### config.mk
export PLATFORM = sky130hd
export DESIGN_NAME = pwm_cfg_master
export DESIGN_NICKNAME = d
export VERILOG_FILES = /design/src/rtl/pwm_cfg_master.sv
export SDC_FILE = /design/constraint.sdc
export NUM_CORES = 1
export LEC_CHECK = 0
export ABC_CLOCK_PERIOD_IN_PS = 12200
export BUFFER_PORTS_ARGS = -buffer_cell sky130_fd_sc_hd__clkbuf_2
export CAP_MARGIN = 20
export CORE_MARGIN = 3
export CORE_UTILIZATION = 55
export CTS_BUF_LIST = sky130_fd_sc_hd__clkbuf_16
export DETAILED_ROUTE_END_ITERATION = 6
export GPL_ROUTABILITY_DRIVEN = 0
export PLACE_DENSITY = 0.78
export SYNTH_ARGS = -nofsm -noshare
export SYNTH_HDL_FRONTEND = slang
export SYNTH_SLANG_ARGS = --single-unit
### constraint.sdc
create_clock -name m_axi_aclk -period 12.2 [get_ports m_axi_aclk]
set_clock_uncertainty 0.1 [all_clocks]
set_input_delay 1.22 -clock m_axi_aclk [delete_from_list [all_inputs] [get_ports m_axi_aclk]]
set_output_delay 1.22 -clock m_axi_aclk [all_outputs]
set_load 0.1 [all_outputs]
### src/rtl/pwm_cfg_master.sv
// AXI4-Lite write master that programs a table of PWM channel settings
// (period, width, enable) into consecutive register blocks on a start request.
module pwm_cfg_master #(
    parameter int unsigned NUM_CHANNELS = 6,
    parameter logic [31:0] BASE_ADDR    = 32'h43C00000,
    parameter logic [31:0] CH_STRIDE    = 32'h10
) (
    input  logic        m_axi_aclk,
    input  logic        m_axi_areset,
    input  logic        start,
    input  logic        cfg_we,
    input  logic [2:0]  cfg_ch,
    input  logic        cfg_en,
    input  logic [31:0] cfg_period,
    input  logic [31:0] cfg_width,
    output logic        busy,
    output logic        done,
    output logic        err,
    output logic [31:0] m_axi_awaddr,
    output logic [2:0]  m_axi_awprot,
    output logic        m_axi_awvalid,
    input  logic        m_axi_awready,
    output logic [31:0] m_axi_wdata,
    output logic [3:0]  m_axi_wstrb,
    output logic        m_axi_wvalid,
    input  logic        m_axi_wready,
    input  logic [1:0]  m_axi_bresp,
    input  logic        m_axi_bvalid,
    output logic        m_axi_bready
);

    typedef enum logic [2:0] {
        S_IDLE,
        S_ADDR,
        S_RESP,
        S_NEXT,
        S_DONE
    } state_t;

    state_t      state_q, state_d;
    logic [2:0]  ch_q, ch_d;
    logic [1:0]  op_q, op_d;
    logic        load;
    logic        aw_done_q, w_done_q;
    logic        err_q;
    logic [31:0] awaddr_q, wdata_q;
    logic [31:0] nxt_addr, nxt_data;
    logic        aw_hs, w_hs, b_hs, last_tx;

    logic        tbl_en     [NUM_CHANNELS];
    logic [31:0] tbl_period [NUM_CHANNELS];
    logic [31:0] tbl_width  [NUM_CHANNELS];

    assign aw_hs   = m_axi_awvalid & m_axi_awready;
    assign w_hs    = m_axi_wvalid & m_axi_wready;
    assign b_hs    = m_axi_bvalid & m_axi_bready;
    assign last_tx = (ch_q == 3'(NUM_CHANNELS - 1)) && (op_q == 2'd2);

    always_comb begin
        state_d = state_q;
        ch_d    = ch_q;
        op_d    = op_q;
        load    = 1'b0;
        case (state_q)
            S_IDLE: begin
                if (start) begin
                    state_d = S_ADDR;
                    ch_d    = 3'd0;
                    op_d    = 2'd0;
                    load    = 1'b1;
                end
            end
            S_ADDR: begin
                // AW and W may complete in either order or together
                if ((aw_done_q | aw_hs) && (w_done_q | w_hs))
                    state_d = S_RESP;
            end
            S_RESP: begin
                if (b_hs)
                    state_d = S_NEXT;
            end
            S_NEXT: begin
                if (last_tx) begin
                    state_d = S_DONE;
                end else begin
                    state_d = S_ADDR;
                    load    = 1'b1;
                    if (op_q == 2'd2) begin
                        ch_d = ch_q + 3'd1;
                        op_d = 2'd0;
                    end else begin
                        op_d = op_q + 2'd1;
                    end
                end
            end
            S_DONE:  state_d = S_IDLE;
            default: state_d = S_IDLE;
        endcase
    end

    // Per channel: period at +4, width at +8, then the enable at +0
    always_comb begin
        nxt_addr = BASE_ADDR + 32'(ch_d) * CH_STRIDE;
        nxt_data = {31'd0, tbl_en[ch_d]};
        case (op_d)
            2'd0: begin
                nxt_addr = nxt_addr + 32'd4;
                nxt_data = tbl_period[ch_d];
            end
            2'd1: begin
                nxt_addr = nxt_addr + 32'd8;
                nxt_data = tbl_width[ch_d];
            end
            default: ;
        endcase
    end

    always_ff @(posedge m_axi_aclk) begin
        if (m_axi_areset) begin
            state_q   <= S_IDLE;
            ch_q      <= 3'd0;
            op_q      <= 2'd0;
            aw_done_q <= 1'b0;
            w_done_q  <= 1'b0;
            err_q     <= 1'b0;
            awaddr_q  <= 32'd0;
            wdata_q   <= 32'd0;
        end else begin
            state_q <= state_d;
            ch_q    <= ch_d;
            op_q    <= op_d;
            if (load) begin
                awaddr_q <= nxt_addr;
                wdata_q  <= nxt_data;
            end
            if (state_d != S_ADDR)
                aw_done_q <= 1'b0;
            else if (aw_hs)
                aw_done_q <= 1'b1;
            if (state_d != S_ADDR)
                w_done_q <= 1'b0;
            else if (w_hs)
                w_done_q <= 1'b1;
            if ((state_q == S_IDLE) && start)
                err_q <= 1'b0;
            else if (b_hs && (m_axi_bresp != 2'b00))
                err_q <= 1'b1;
        end
    end

    // Table is frozen while a sequence is running so every write sees one snapshot
    always_ff @(posedge m_axi_aclk) begin
        if (m_axi_areset) begin
            for (int i = 0; i < int'(NUM_CHANNELS); i++) begin
                tbl_en[i]     <= 1'b0;
                tbl_period[i] <= 32'd0;
                tbl_width[i]  <= 32'd0;
            end
        end else if (cfg_we && !busy && ({29'd0, cfg_ch} < NUM_CHANNELS)) begin
            tbl_en[cfg_ch]     <= cfg_en;
            tbl_period[cfg_ch] <= cfg_period;
            tbl_width[cfg_ch]  <= cfg_width;
        end
    end

    assign busy          = (state_q == S_ADDR) || (state_q == S_RESP) || (state_q == S_NEXT);
    assign done          = (state_q == S_DONE);
    assign err           = err_q;
    assign m_axi_awaddr  = awaddr_q;
    assign m_axi_wdata   = wdata_q;
    assign m_axi_awprot  = 3'b000;
    assign m_axi_wstrb   = 4'hF;
    assign m_axi_awvalid = (state_q == S_ADDR) && !aw_done_q;
    assign m_axi_wvalid  = (state_q == S_ADDR) && !w_done_q;
    assign m_axi_bready  = (state_q == S_RESP);

endmodule

==> qor.txt <==
status - completed
diode count - 0
Vias/cell - 5.778
Max-Cap Viols - 0
clock buffer depth - 3
Worst R2R Start - state_q[2]
DRT iter0 DRCs - 1787
Initial Util - 55.74%
Async SR Flop Fraction - 0%
startpoint class of the critical path - flop
Max VDD drop - 0.1272 mV
share of layout cells above drive strength 1 - 15.74%
port bufs - 124
register bit total from synthesis - 569
flop-to-flop setup slack - 6.97 ns
H-tree levels - 2
Worst Hold Class - reg -> reg
Die Span X - 215.2 µm
remaining antenna violation count after routing - 0
DIE AREA - 0.04630 mm²
Reg-to-Reg End - m_axi_wdata[17]
setup TNS - 0 ns
most used cell, CP - buf_4
number of library cell types mapped by synthesis - 54
WHS Endpoint - m_axi_awaddr[4]
# DRC - 0
hold path cells - 2
Period Utilization, post-route - 42.90%
Routed WL - 58310 µm
post-synth top area share - 64.89%
Worst Setup End Kind - flop
final hold viol count - 0
critical-path cell list - nand3b_1, nor4_4, or2_4, buf_4, buf_4, mux4_2, a22oi_1, a211oi_2
YS warnings - 0
post-cts resize count - 0
Top delay family on crit path - simple AND/OR/NAND/NOR gates
worst slew pin tran - 1.169 ns
wire length per cell - 21.48 µm
RSZ-0062 raised after global routing - false
leakage - 10.25 nW
Worst path slowest cell - nor4_4
slowest stage delay, CP - 1.01 ns
Post-synth top flop - edfxtp_1
Tmin final - 5.234 ns
initial antenna violation count - 2
die height - 215.2 µm
# rows - 76
FMAX - 191.1 MHz
Final Slew Violations - 0
Final HPWL DP - 32080 µm
final global-route overflow total - 0
Reg2Reg Depth - 8
CTS Root Buffer Type - clkbuf_16
nets - 2162
number of post-CTS setup repair buffers - 0
CTS hold repair buffers - 0
Synth area leaders - edfxtp_1 65%, nor2_1 5.8%, mux4_2 5.1%
Synth top cells by count - 520 x edfxtp_1, 372 x nor2_1, 264 x nand2_1
CP arrival - 5.61 ns
clock sinks - 569
pwr/cell area - 159.0 mW/mm²
CTS tree - built
post-synthesis sequential area ratio - 68.96%
I/O pins - 154
final setup violation count - 0
Syn Inst Count - 1868
Crit Path Max Fanout - 81
mean post-synth cell area - 12.88 µm²
first-pass GRT wire length - 90210 µm
count leader, synth - edfxtp_1
routed vias - 15680
GRT Util Overall - 25.23%
worst path required time - 12.58 ns
synth-to-layout area growth - 14.30%
hold_ws - 0.3546 ns
Buf/Inv on CP - 2
Hold Crit Start - m_axi_awaddr[4]
worst-skew pair later-pin latency - 0.62 ns
Cell Area, Synth - 0.02407 mm²
largest net degree at the start of global routing - 89
TritonRoute pass-1 iters - 5
max_slew headroom - 22.08%
FF/Latch Area - 0.01660 mm²
final design utilization - 63.72%
clock buffer count from CTS - 55
Placeable Area - 0.04317 mm²
fillers - 3163
clock slew at reported path FFs - 0.07 ns
largest area contributor in the netlist - edfxtp_1
area taken by multi-input logic gates - 0.007103 mm²
crit path kind - reg -> reg
number of flops mapped to enable cells by yosys - 520
vias in the first global route - 16170
-- cell type report --
type                    instances  area share [%]
flip-flops and latches        569           60.33
inverters                      68          0.9279
clock buffers                  55           5.003
multi-input cells            1232           25.82
repair buffers                157           3.493
clock inverters                48           1.760
well taps                     585           2.661
-- logic make-up after synthesis --
logic type,count (synthesis),share of synthesized area (%)
AO/OA/AOI/OAI,184,5.657
other,2,0.03121
buffers and inverters,224,4.424
adder cells (fa/ha/maj),2,0.1040
multiplexers,112,7.466
AND/OR/NAND/NOR,775,13.36
flip-flops,569,68.96
-- power breakdown --
| part | leakage [nW] | total (mW) | switching [mW] | internal (mW) |
|---|---|---|---|---|
| sequential | 5.79 | 2.27 | 0.0364 | 2.24 |
| clock | 0.947 | 1.75 | 0.733 | 1.01 |
| combinational | 3.52 | 0.356 | 0.288 | 0.0680 |
| total | 10.3 | 4.37 | 1.06 | 3.32 |
-- flip-flops by register name, indices dropped and copies added (netlist names) --
signal and count:
w_done_q 1, aw_done_q 1, m_axi_awaddr 6, err 1, op_q 2, state_q 3
tbl_en 8, tbl_period 256, ch_q 3, tbl_width 256, m_axi_wdata 32
-- tightest hold or removal path, stage by stage (launching register included) --
cell and delay [ns]:
dfxtp_1 0.31, nand2_1 0.05, a21oi_1 0.05
-- metrics by stage --
step           area (µm²)  cells  power (mW)  setup WS, ns
2_1_floorplan       24650   2025       2.568         7.086
5_1_grt             27510   2714       4.490         6.619
6_report            27510   2714       4.375         6.966
3_3_place_gp        25520   2606       2.650         7.027
3_5_place_dp        25520   2606       2.662         6.914
4_1_cts             27380   2709       4.383         6.991
-- metal layers --
layer | share of wire, % | wire, µm | GRT usage [%]
met1 | 39 | 22610 | 33.74
met2 | 48 | 27850 | 40.49
met3 | 10 | 6072 | 6.024
met4 | 3.0 | 1765 | 9.958
met5 | 0.015 | 9 | 0
-- layout by cell type (no fill, tap or decap), drive strengths merged, types with 5 or more instances in the layout --
master  Yosys  layout
a22oi      23      23
o221ai     28      28
clkinv      0      28
nand2     264     264
a31oi      16      16
nor3        7       7
a311oi     13      13
clkbuf     64     179
nor3b      14      14
or3         7       7
edfxtp    520     520
a21oi      50      50
o211ai      5       5
bufinv      0       9
buf        92      33
dfxtp      49      49
a211oi     34      34
mux4       54      54
nand3      85      85
inv        68      77
nand2b      6       6
mux2i      58      58
conb        2     159
nor2      372     372
-- worst max path at each step --
stage / start / end / cells after the start
floorplan: m_axi_areset / tbl_en[5] / 4
global placement: start / m_axi_wdata[8] / 10
detailed placement: start / m_axi_wdata[17] / 10
CTS: state_q[2] / m_axi_wdata[2] / 8
global route: state_q[0] / m_axi_wdata[1] / 9
finish: state_q[2] / m_axi_wdata[17] / 8
(Power assumes the default switching activity.)
